### config.mk
export PLATFORM = sky130hd
export DESIGN_NAME = mdu_iter
export DESIGN_NICKNAME = d
export VERILOG_FILES = /design/src/rtl/mips_pkg.sv /design/src/rtl/mdu_negate.sv /design/src/rtl/mdu_iter.sv
export SDC_FILE = /design/constraint.sdc
export NUM_CORES = 1
export LEC_CHECK = 0
export CORE_UTILIZATION = 56
export CTS_BUF_LIST = sky130_fd_sc_hd__clkbuf_8
export DETAILED_ROUTE_END_ITERATION = 7
export PLACE_DENSITY = 0.77
export SYNTH_ARGS = -nofsm -noshare
export SYNTH_HDL_FRONTEND = slang
export SYNTH_HIERARCHICAL = 1
export SYNTH_SLANG_ARGS = --single-unit
### constraint.sdc
create_clock -name clk -period 8.2 [get_ports clk]
set_clock_uncertainty 0.15 [all_clocks]
set_input_delay 1.64 -clock clk [delete_from_list [all_inputs] [get_ports clk]]
set_output_delay 1.64 -clock clk [all_outputs]
set_load 0.02 [all_outputs]
### src/rtl/mips_pkg.sv
// Shared MIPS core definitions used by the multiply/divide unit.
//   - MDU op encodings (op port of mdu_iter)
//   - MDU FSM state type
//   - default datapath width
package mips_pkg;

  localparam int MDU_WIDTH = 32;

  typedef enum logic [1:0] {
    MDU_MULTU = 2'b00,
    MDU_MULT  = 2'b01,
    MDU_DIVU  = 2'b10,
    MDU_DIV   = 2'b11
  } mdu_op_e;

  typedef enum logic [1:0] {
    IDLE = 2'b00,
    RUN  = 2'b01,
    FIX  = 2'b10
  } mdu_state_e;

endpackage

### src/rtl/mdu_negate.sv
// Conditional two's-complement.
//   value_i  : input operand
//   neg_i    : 1 -> result_o = -value_i, 0 -> result_o = value_i
//   result_o : output
module mdu_negate #(
  parameter int WIDTH = 32
) (
  input  logic [WIDTH-1:0] value_i,
  input  logic             neg_i,
  output logic [WIDTH-1:0] result_o
);

  // invert-and-add-one folded into one adder: (v ^ neg) + neg
  assign result_o = (value_i ^ {WIDTH{neg_i}}) + {{(WIDTH-1){1'b0}}, neg_i};

endmodule

### src/rtl/mdu_iter.sv
// Iterative multiply/divide unit (MULT, MULTU, DIV, DIVU) owning HI/LO.
// One result bit per cycle: IDLE -> RUN (WIDTH edges) -> FIX -> IDLE.
// Ports:
//   clk, rst        : clock, synchronous active-high reset
//   start, op       : launch (sampled in IDLE only), 00 MULTU 01 MULT 10 DIVU 11 DIV
//   src_a, src_b    : multiplicand/dividend, multiplier/divisor
//   hi_we, lo_we    : MTHI/MTLO strobes (IDLE only, start has priority)
//   wdata           : MTHI/MTLO data
//   busy            : state != IDLE
//   done            : registered one-cycle completion pulse
//   hi, lo          : HI/LO registers
// Optional build macro MDU_EARLY_OUT_EN: trivial multiplies (an operand is
// zero) and divide-by-zero skip RUN and finish in FIX directly.
module mdu_iter
  import mips_pkg::*;
#(
  parameter int WIDTH = MDU_WIDTH,
  parameter int CNT_W = 6
) (
  input  logic             clk,
  input  logic             rst,
  input  logic             start,
  input  logic [1:0]       op,
  input  logic [WIDTH-1:0] src_a,
  input  logic [WIDTH-1:0] src_b,
  input  logic             hi_we,
  input  logic             lo_we,
  input  logic [WIDTH-1:0] wdata,
  output logic             busy,
  output logic             done,
  output logic [WIDTH-1:0] hi,
  output logic [WIDTH-1:0] lo
);

  mdu_state_e         state_q, state_d;
  logic [1:0]         op_q, op_d;
  logic [CNT_W-1:0]   cnt_q, cnt_d;
  // mult: {partial product, remaining multiplier bits}
  // div : {remainder, remaining dividend bits / quotient bits}
  logic [2*WIDTH-1:0] acc_q, acc_d;
  logic [WIDTH-1:0]   b_q, b_d;
  logic               neg_q, neg_d;    // result sign (operand signs differ)
  logic               rneg_q, rneg_d;  // remainder sign (dividend sign)
  logic [WIDTH-1:0]   hi_q, hi_d, lo_q, lo_d;
  logic               done_q, done_d;

  logic               sa, sb;
  logic [WIDTH-1:0]   a_abs, b_abs;
  logic [2*WIDTH-1:0] prod_fix;
  logic [WIDTH-1:0]   quo_fix, rem_fix;
  logic [WIDTH:0]     msum, dtop, ddiff;

  assign sa = op[0] & src_a[WIDTH-1];
  assign sb = op[0] & src_b[WIDTH-1];

  // |MIN| comes out as the unsigned value 2^(WIDTH-1), which the unsigned
  // datapath handles without overflow.
  mdu_negate #(.WIDTH(WIDTH))   u_abs_a (.value_i(src_a), .neg_i(sa), .result_o(a_abs));
  mdu_negate #(.WIDTH(WIDTH))   u_abs_b (.value_i(src_b), .neg_i(sb), .result_o(b_abs));
  mdu_negate #(.WIDTH(2*WIDTH)) u_fix_p (.value_i(acc_q), .neg_i(neg_q), .result_o(prod_fix));
  mdu_negate #(.WIDTH(WIDTH))   u_fix_q (.value_i(acc_q[WIDTH-1:0]), .neg_i(neg_q),
                                         .result_o(quo_fix));
  mdu_negate #(.WIDTH(WIDTH))   u_fix_r (.value_i(acc_q[2*WIDTH-1:WIDTH]), .neg_i(rneg_q),
                                         .result_o(rem_fix));

  // shift-add step: add multiplicand into the upper half when the current
  // multiplier LSB is set, then shift the whole accumulator right
  assign msum  = {1'b0, acc_q[2*WIDTH-1:WIDTH]} + (acc_q[0] ? {1'b0, b_q} : '0);
  // restoring step: remainder shifted left with the next dividend bit in;
  // needs WIDTH+1 bits since the shifted remainder can exceed 2^WIDTH
  assign dtop  = acc_q[2*WIDTH-1:WIDTH-1];
  assign ddiff = dtop - {1'b0, b_q};

  always_comb begin
    state_d = state_q;
    op_d    = op_q;
    cnt_d   = cnt_q;
    acc_d   = acc_q;
    b_d     = b_q;
    neg_d   = neg_q;
    rneg_d  = rneg_q;
    hi_d    = hi_q;
    lo_d    = lo_q;
    done_d  = 1'b0;
    case (state_q)
      IDLE: begin
        if (start) begin
          op_d    = op;
          acc_d   = {{WIDTH{1'b0}}, a_abs};
          b_d     = b_abs;
          cnt_d   = '0;
          neg_d   = sa ^ sb;
          rneg_d  = sa;
          state_d = RUN;
`ifdef MDU_EARLY_OUT_EN
          if (!op[1] && (src_a == '0 || src_b == '0)) begin
            acc_d   = '0;
            state_d = FIX;
          end else if (op[1] && src_b == '0) begin
            // remainder = |a| so the FIX sign fix-up returns src_a
            acc_d   = {a_abs, {WIDTH{1'b1}}};
            state_d = FIX;
          end
`endif
        end else begin
          if (hi_we) hi_d = wdata;
          if (lo_we) lo_d = wdata;
        end
      end
      RUN: begin
        cnt_d = cnt_q + 1'b1;
        if (op_q[1]) begin
          if (!ddiff[WIDTH]) acc_d = {ddiff[WIDTH-1:0], acc_q[WIDTH-2:0], 1'b1};
          else               acc_d = {dtop[WIDTH-1:0],  acc_q[WIDTH-2:0], 1'b0};
        end else begin
          acc_d = {msum, acc_q[WIDTH-1:1]};
        end
        if (cnt_q == CNT_W'(WIDTH-1)) state_d = FIX;
      end
      FIX: begin
        if (op_q[1]) begin
          // divisor zero: quotient is all ones regardless of signs;
          // remainder already equals |a| and picks up a's sign below
          lo_d = (b_q == '0) ? {WIDTH{1'b1}} : quo_fix;
          hi_d = rem_fix;
        end else begin
          {hi_d, lo_d} = prod_fix;
        end
        done_d  = 1'b1;
        state_d = IDLE;
      end
      default: state_d = IDLE;
    endcase
  end

  always_ff @(posedge clk) begin
    if (rst) begin
      state_q <= IDLE;
      op_q    <= '0;
      cnt_q   <= '0;
      acc_q   <= '0;
      b_q     <= '0;
      neg_q   <= 1'b0;
      rneg_q  <= 1'b0;
      hi_q    <= '0;
      lo_q    <= '0;
      done_q  <= 1'b0;
    end else begin
      state_q <= state_d;
      op_q    <= op_d;
      cnt_q   <= cnt_d;
      acc_q   <= acc_d;
      b_q     <= b_d;
      neg_q   <= neg_d;
      rneg_q  <= rneg_d;
      hi_q    <= hi_d;
      lo_q    <= lo_d;
      done_q  <= done_d;
    end
  end

  assign busy = (state_q != IDLE);
  assign done = done_q;
  assign hi   = hi_q;
  assign lo   = lo_q;

endmodule

# ---- Yosys cells after proc, flatten, opt, wreduce, memory -nomap -nowiden
# Cells that the tools add are included.
dict set report op_classes {
  add_sub_neg 8
  mul 0
  n_reduce_logical 10
  n_mux 20
  magnitude_cmp 0
  bitwise_logic 8
  n_eq_ne 8
  shifts 0
  div_mod_pow 0
}
# op count
set op_table {}
lappend op_table {{2-to-1 mux 32 bit} 8}
lappend op_table {{2-to-1 mux 64 bit} 3}
lappend op_table {{adder 32 x 1 -> 32 bit} 4}
lappend op_table {{one-hot mux 32 bit (2 select lines)} 2}
lappend op_table {{one-hot mux 64 bit (2 select lines)} 1}
lappend op_table {{bitwise XOR 32 bit} 4}
lappend op_table {{adder 64 x 1 -> 64 bit} 1}
lappend op_table {{bitwise XOR 64 bit} 1}
lappend op_table {{adder 32 x 32 -> 33 bit} 1}
lappend op_table {{subtractor 33 x 32 -> 33 bit} 1}
lappend op_table {{zero test 32 bit} 1}
lappend op_table {{one-hot mux 6 bit (2 select lines)} 1}
lappend op_table {{inequality test 2 bit (second input constant)} 5}
lappend op_table {{adder 6 x 1 -> 6 bit (second input constant)} 1}
lappend op_table {{== test 6 x 5 -> 1 bit (second input constant)} 1}
lappend op_table {{2-to-1 mux 6 bit} 1}
lappend op_table {{AND reduction 2 bit} 3}
lappend op_table {{AND reduction 3 bit} 2}
lappend op_table {{nonzero test 2 bit} 3}
lappend op_table {{2-to-1 mux 2 bit} 2}
lappend op_table {{one-hot mux 2 bit (2 select lines)} 1}
lappend op_table {{bitwise AND 1 bit} 2}
lappend op_table {{== test 2 x 1 -> 1 bit (second input constant)} 1}
lappend op_table {{== test 2 bit (second input constant)} 1}
lappend op_table {{other kinds (3)} 3}
dict set report word_totals {
  latch_bits 0
  input_bits 103
  ramBits 0
  elab_cells 64
  memories 0
  output_inout_bits 66
  rom_bits 0
  reg_bits 173
}

# ---- Logic depth before layout (Yosys ltp)
# Gate-level depths: netlist of the first run.
dict set report logic_depth {
  word_depth 5
  depth_mapped 16
}

# ---- Modules after synthesis
# Netlist of the first run, hierarchy kept.
# mod cells_each area_per_inst_um2 seq_area_each_um2 instances
set modules_own_cells {}
lappend modules_own_cells {mdu_iter 1560 11898.9 3443.3 1}
lappend modules_own_cells {{mdu_negate (u_abs_a ...)} 203 1453.9 0.0 4}
lappend modules_own_cells {{mdu_negate (u_fix_p)} 480 3289.4 0.0 1}

# ---- Least setup slack after synthesis of the first run
# No wires, ideal clock.
dict set report synth_timing {
  path_type {input port to flip-flop}
  from {input op[0]}
  to {register acc_q[26]}
  setup_time_ns 0.091
  cell_stages 14
  required_ns 7.959
  slack_ns 3.805
  n_path_buf 5
  arrival_ns 4.154
  path_cell_list {and2_1 -> buf_2 -> buf_2 -> buf_1 -> buf_2 -> xor2_1 -> ha_1 -> and3_1 -> buf_2 -> nand3_2 -> a211oi_2 -> xnor2_1 -> nand2_1 -> a311oi_1}
}
dict set report synth_between {
  elab_chain_cells 5
}
# element line_no
set synth_rtl {}
lappend synth_rtl {{start, declared} mdu_iter.sv:23} ;# input logic [1:0] op,
lappend synth_rtl {{bitwise AND 1 bit (*)} mdu_iter.sv:53} ;# assign sa = op[0] & src_a[WIDTH-1];
lappend synth_rtl {{bitwise XOR 32 bit} mdu_negate.sv:14} ;# assign result_o = (value_i ^ {WIDTH{neg_i}}) + {{(WIDTH-1){1'b0}}, neg_i};
lappend synth_rtl {{adder 32 x 1 -> 32 bit (*)} mdu_negate.sv:14}
lappend synth_rtl {{named net a_abs[26]} mdu_iter.sv:48} ;# logic [WIDTH-1:0] a_abs, b_abs;
lappend synth_rtl {{2-to-1 mux 64 bit (*)} mdu_iter.sv:87} ;# if (start) begin
lappend synth_rtl {{one-hot mux 64 bit (2 select lines) (*)} mdu_iter.sv:85} ;# case (state_q)
lappend synth_rtl {{end signal, assigned} mdu_iter.sv:141} ;# acc_q <= '0;
lappend synth_rtl {{end signal, assigned} mdu_iter.sv:152} ;# acc_q <= acc_d;
lappend synth_rtl {{end, declared} mdu_iter.sv:40} ;# logic [2*WIDTH-1:0] acc_q, acc_d;
# Mark *: on every way through the listed nets, which the timed path passes. The rest lies on a longest branch. The select of a mux whose other input is x is not followed.
# A chain may end at the register's enable or synchronous reset.

# ---- Worst setup path in the final report of the first run
dict set report layout_timing {
  from {input src_a[31]}
  to {register acc_q[26]}
}
dict set report layout_between {
  elab_chain_cells 5
}
# element line_no
set layout_rtl {}
lappend layout_rtl {{start, declared} mdu_iter.sv:24} ;# input logic [WIDTH-1:0] src_a,
lappend layout_rtl {{bitwise AND 1 bit (*)} mdu_iter.sv:53}
lappend layout_rtl {{named net sa} mdu_iter.sv:47} ;# logic sa, sb;
lappend layout_rtl {{bitwise XOR 32 bit} mdu_negate.sv:14}
lappend layout_rtl {{adder 32 x 1 -> 32 bit (*)} mdu_negate.sv:14}
lappend layout_rtl {{named net a_abs[26]} mdu_iter.sv:48}
lappend layout_rtl {{2-to-1 mux 64 bit (*)} mdu_iter.sv:87}
lappend layout_rtl {{one-hot mux 64 bit (2 select lines) (*)} mdu_iter.sv:85}
# Marked as above.

==> results of run 1 <==
==> routing by layer <==
metal,GRT usage,vias up,routed length (um)
li1,-,10360,-
met1,0.4713,10360,30190
met2,0.5704,988,31220
met3,0.04607,141,5330
met4,0.1441,0,2537
met5,0,-,0
==> cells by family after synthesis <==
kind of cell	Yosys count	share of synthesized area
buffers and inverters	283	0.05534
flip-flops	172	0.1639
multiplexers	85	0.04098
AND/OR/NAND/NOR	1137	0.2896
XOR/XNOR	359	0.1506
adder cells (fa/ha/maj)	77	0.04658
AO/OA/AOI/OAI	739	0.2529
==> area by class of cell <==
cell class	instances	area, um2
Clock buffer	17	234.0
Clock inverter	15	200.2
Fill cell	3350	13700
Inverter	78	292.8
Multi-Input combinational cell	2397	16440
Sequential cell	172	3452
Tap cell	468	585.6
Timing Repair Buffer	194	1874
==> cell usage in the layout, fill, tap and decap left out, types with 17 or more instances in the layout <==
master,Yosys,final
a22oi_1,20,20
ha_1,75,75
nor4_1,24,24
nand3b_1,23,23
or2_2,31,31
a21o_1,36,36
and2_1,41,39
xor2_1,108,108
o22ai_1,34,34
mux2i_1,77,77
nor2b_1,68,67
nand2_1,407,407
clkdlybuf4s50_1,0,167
inv_1,77,78
and3_1,20,20
a211oi_1,42,42
nand4_1,30,30
o21ai_0,91,91
xnor2_1,250,250
nor3_1,46,45
nor2_1,187,184
nand3_1,54,54
dfxtp_1,172,169
o211ai_1,44,44
nand2b_1,59,58
clkbuf_8,0,17
a31oi_1,23,23
o221ai_1,37,37
a311oi_1,63,63
a21oi_1,187,187
buf_4,2,27
nor3b_1,17,17
==> registers in the layout (all words and copies together), names as in the netlist <==
signal,count
op_q,1
rneg_q,1
lo,32
acc_q,64
cnt_q,6
hi,32
b_q,32
state_q,2
neg_q,1
done,1
==> final timing paths <==
| kind | to | slack (ps) | cells past startpoint |
|---|---|---|---|
| worst max-delay path | acc_q[26]$_SDFFE_PP0P_ | 3400 | 11 |
| worst min-delay path | hi[26]$_SDFFE_PP0P_ | 310 | 2 |
| worst min register to register | hi[26]$_SDFFE_PP0P_ | 310 | 2 |
| worst max register to register | hi[28]$_SDFFE_PP0P_ | 3470 | 11 |
==> tightest hold or removal path, stage by stage, from the launching register on <==
cell     delay (ps)
dfxtp_1         320
nand2_1          50
a21oi_1          50
==> stage by stage <==
stage | cells | hold WS (ps) | worst slack [ps] | utilization | instance area [um2]
floorplan | 2852 | 307.4 | 3805 | - | 21000
global placement | 3309 | 293.0 | 2982 | 0.6157 | 22650
detailed placement | 3309 | 297.1 | 2892 | 0.6157 | 22650
CTS | 3341 | 309.8 | 3442 | 0.6275 | 23080
global route | 3341 | 331.4 | 3143 | 0.6275 | 23080
finish | 3341 | 308.5 | 3395 | 0.6275 | 23080
==> power breakdown <==
part / leakage [nW] / internal (mW) / switching (mW) / total (mW)
Sequential: 1.41 / 0.888 / 0.143 / 1.03
Combinational: 6.49 / 0.445 / 0.570 / 1.01
Clock: 0.222 / 0.313 / 0.385 / 0.698
Total: 8.12 / 1.65 / 1.10 / 2.74
==> results.cfg, run 1 <==
[run_status]
outcome = finished clean

[cts]
cts_tree = built
clock_latency_ps = 510
cts_resized = 0
cts_sinks = 172
holdBufCountCts = 0
cts-root-buf = clkbuf_8
cts_buffers = 17
cts_buffer_depth = 2
post_cts.repair.setup_buffers = 0
cts_htree_levels = 4
cts.clk_slew.worst_paths_ps = 110

[synth]
netlist_instances = 2852
async_flop_share = 0
syn-num-nets = 3032
yosys-top-cells-count = 407 x nand2_1, 250 x xnor2_1, 187 x a21oi_1, 187 x nor2_1, 172 x dfxtp_1
yosys.cell_types.count = 103
synthDominantCellAreaShare = 0.1639
ys_ff_latch = 172
yosysSeqAreaShare = 0.1639
synth_area_leaders = dfxtp_1 16%, xnor2_1 10%, nand2_1 7.3%
synth_flop_cell = dfxtp_1
synth-edff-count = 0
yosysMostFrequentCell = nand2_1
avgSynthCellArea_um2 = 7.365
ys_warn_count = 6
synth_top_area_cell = dfxtp_1
synth_area_um2 = 21000

[placement]
io_buffers = 168
dp_hpwl_um = 51180
gp_congestion = 0.9818

[timing]
worst_slew_pin_slew_ps = 1254
slew-limit-headroom = 0.1620
max_freq_mhz = 208.1
setup_viol_count_final = 0
rsz0062_at_grt = no
period_share = 0.5860
finalMaxSlewViolations = 0
hold_viol_final = 0
fin_crit_ps = 4805
setup_tns_ps = 0

[drt]
final_antenna_net_count = 0
wl_um = 69280
drtPass1Iterations = 8
drtIter0Drc = 2093
routed_via_density = 6.540
vias = 21850
wl_per_cell_um = 20.74
drc_errors = 0

[critical_path]
worstSetupPathType = input port to register
crit_fanout = 36
crit_required_ps = 8470
crit_path_start_kind = input port
crit_buf_inv = 2
slowest_stage = and2_2
startpoint = src_a[31]
path_cells = clkdlybuf4s50_1 > and2_2 > buf_4 > or3b_2 > o21ai_0 > and3_1 > nand3_2 > a211oi_2 > xnor2_1 > nand2_1 > a311oi_1
cpPeakStageDelay_ps = 580
critPathCaptureType = register
cpLargestDelayFamily = simple AND/OR/NAND/NOR gates
worstPathArrival_ps = 5070
rr_startpoint = neg_q$_SDFFE_PP0P_

[power_and_ir_drop]
ir_worst_vdd_uv = 98.22
power_mw = 2.743
p_per_area_nw_per_um2 = 118.8
leakage_nw = 8.120

[cells_and_area]
diodes = 0
fin_nets = 3040
layout-drive-gt1-share = 0.06892
syn2layout_area_growth_pct = 9.894

[die]
die_y_um = 195.7
core_area_um2 = 36790
dieArea_um2 = 38280
die_w_um = 195.7
fp-row-count = 70
initial_core_util = 0.5710
io_pins = 169

[min_path]
min_from = hi[26]$_SDFFE_PP0P_
worstHoldPathType = register to register

[grt]
grt_max_degree = 104
grt_overflow = 0
track_usage = 0.3520
grt_pass1_wl_um = 108400
grt_pass1_vias = 20090
antenna_found_initial = 0

[job]
cap_violations = 0
(Power assumes the default switching activity.)
==> inputs of run 2 (changes only) <==
==> constraint.sdc (replaced) <==
create_clock -name clk -period 5 [get_ports clk]
set_clock_uncertainty 0.15 [all_clocks]
set_input_delay 1 -clock clk [delete_from_list [all_inputs] [get_ports clk]]
set_output_delay 1 -clock clk [all_outputs]
set_load 0.02 [all_outputs]
==> run 2 against run 1 <==
Effect of this change: clock-buffer cell count unchanged; combinational power grew 70%; register-to-register slack got worse by 2600 ps; first-iteration DRC count shrank 4.4%; sequential power is 61% higher; utilization is 0.43 points higher; critical path depth down 1; design area increased by 0.68%; sequential share of layout area decreased by 0.10 points; hold slack better by 1.1 ps; highest routed layer unchanged.
==> results.cfg, run 2 (synthesized netlist as in run 1, its figures left out) <==
[grt]
grt_pass1_vias = 20180
grt_pass1_wl_um = 109500
antenna_found_initial = 0
track_usage = 0.3548
grt_overflow = 0
grt_max_degree = 97

[timing]
max_freq_mhz = 240.9
slew-limit-headroom = 0.2180
setup_tns_ps = 0
rsz0062_at_grt = no
finalMaxSlewViolations = 0
worst_slew_pin_slew_ps = 1169
period_share = 0.8302
fin_crit_ps = 4151
hold_viol_final = 0
setup_viol_count_final = 0

[drt]
drc_errors = 0
drtPass1Iterations = 6
wl_met3_um = 5287
highest_layer = met4
wl_met1_um = 30140
drtIter0Drc = 2001
dr_wl_met2_um = 31680
routed_via_density = 6.511
final_antenna_net_count = 0
wl_um = 69830
vias = 21920
wl_per_cell_um = 20.74

[cts]
post_cts.repair.setup_buffers = 0
cts_buffer_depth = 2
cts_resized = 0
clock_latency_ps = 540
cts_tree = built
holdBufCountCts = 0
cts_sinks = 172
cts.clk_slew.worst_paths_ps = 110
cts_buffers = 17
cts-root-buf = clkbuf_8
cts_htree_levels = 4

[cells_and_area]
finish.utilization = 0.6318
fin_nets = 3066
top_register = acc_q
diodes = 0
layout-drive-gt1-share = 0.07727
syn2layout_area_growth_pct = 10.65
largest_reg_flops = 64
fillCellCount = 3358
ff_latch_area_um2 = 3452
multi_input_area_um2 = 16440
mostFrequentLayoutCells = 407 x nand2_1, 250 x xnor2_1, 187 x a21oi_1
final_common_cell = nand2_1

[min_path]
worstHoldPathType = register to register
min_path_cells = 2

[die]
io_pins = 169
die_w_um = 195.7
core_area_um2 = 36790
fp-row-count = 70
die_y_um = 195.7
dieArea_um2 = 38280
initial_core_util = 0.5710

[run_status]
outcome = finished clean

[power_and_ir_drop]
power_mw = 4.400
p_per_area_nw_per_um2 = 189.3
pwr-share-seq = 0.378
ir_worst_vdd_uv = 175.6
leakage_nw = 8.231
clkPwrFrac = 0.232
power.internal_mw = 2.571
combPwrFrac = 0.390
switching_share = 0.4157
power_switching_mw = 1.829

[critical_path]
slowest_stage = dfxtp_4
crit_buf_inv = 0
cp_num_cells = 10
worstPathArrival_ps = 4380
worstSetupPathType = register to register
r2r_slack_ps = 850
cpPeakStageDelay_ps = 910
crit_path_start_kind = register
worst_r2r_path_depth = 10
cpLargestDelayFamily = simple AND/OR/NAND/NOR gates
critPathCaptureType = register
crit_fanout = 80
path_cells = or4b_2 > o2bb2ai_1 > and4_1 > nand4_1 > nor3_1 > xnor2_1 > mux2i_1 > nand2_1 > o211ai_1 > a21oi_1
crit_required_ps = 5230

[placement]
io_buffers = 168
gp_congestion = 0.9736
dp_hpwl_um = 52200

[job]
cap_violations = 0
run 2: cell types whose count changed in the layout (fill, tap and decap cells not counted), sizes merged:
cell,delta
buf,+26
bufinv,-3
inv,-1
clkinv,+4
run 2: metrics by stage:
stage                     hold slack, ps  setup slack (ps)  area (um2)  std cells
after floorplan                    307.4             768.6       21000       2852
after global placement             292.7             659.9       22860       3335
after detailed placement           295.4             521.9       22860       3335
after CTS                          309.4             943.6       23240       3367
after global routing               334.1             659.1       23240       3367
final                              309.6             848.9       23240       3367
run 2: final cells by class:
type | count | area share
Sequential cell | 172 | 0.1485
Inverter | 78 | 0.01260
Multi-Input combinational cell | 2397 | 0.7075
Timing Repair Buffer | 220 | 0.08959
Clock inverter | 15 | 0.006461
Tap cell | 468 | 0.02520
Clock buffer | 17 | 0.01007
run 2: worst register-to-register path, cell delays in order (launching register included):
cell	delay, ps
dfxtp_4	910
or4b_2	740
o2bb2ai_1	290
and4_1	470
nand4_1	330
nor3_1	570
xnor2_1	130
mux2i_1	150
nand2_1	70
o211ai_1	120
a21oi_1	80
run 2: worst paths after layout:
kind | startpoint | to
hold reg to reg | hi[24]$_SDFFE_PP0P_ | hi[24]$_SDFFE_PP0P_
setup / recovery | neg_q$_SDFFE_PP0P_ | hi[23]$_SDFFE_PP0P_
setup reg to reg | neg_q$_SDFFE_PP0P_ | hi[23]$_SDFFE_PP0P_
hold / removal | hi[24]$_SDFFE_PP0P_ | hi[24]$_SDFFE_PP0P_
run 2: per-layer routing:
metal / global-route usage / vias up
li1: - / 10410
met1: 0.4644 / 10370
met2: 0.5856 / 983
met3: 0.04831 / 154
met4: 0.1479 / 0
met5: 0 / -
run 2: power by group through the flow:
stage,sequential [mW],clock [mW],combinational [mW]
floorplan,1.63,0,1.22
global placement,1.68,0,1.65
detailed placement,1.69,0,1.68
CTS,1.65,1.02,1.69
global route,1.68,1.08,1.86
finish,1.66,1.02,1.72
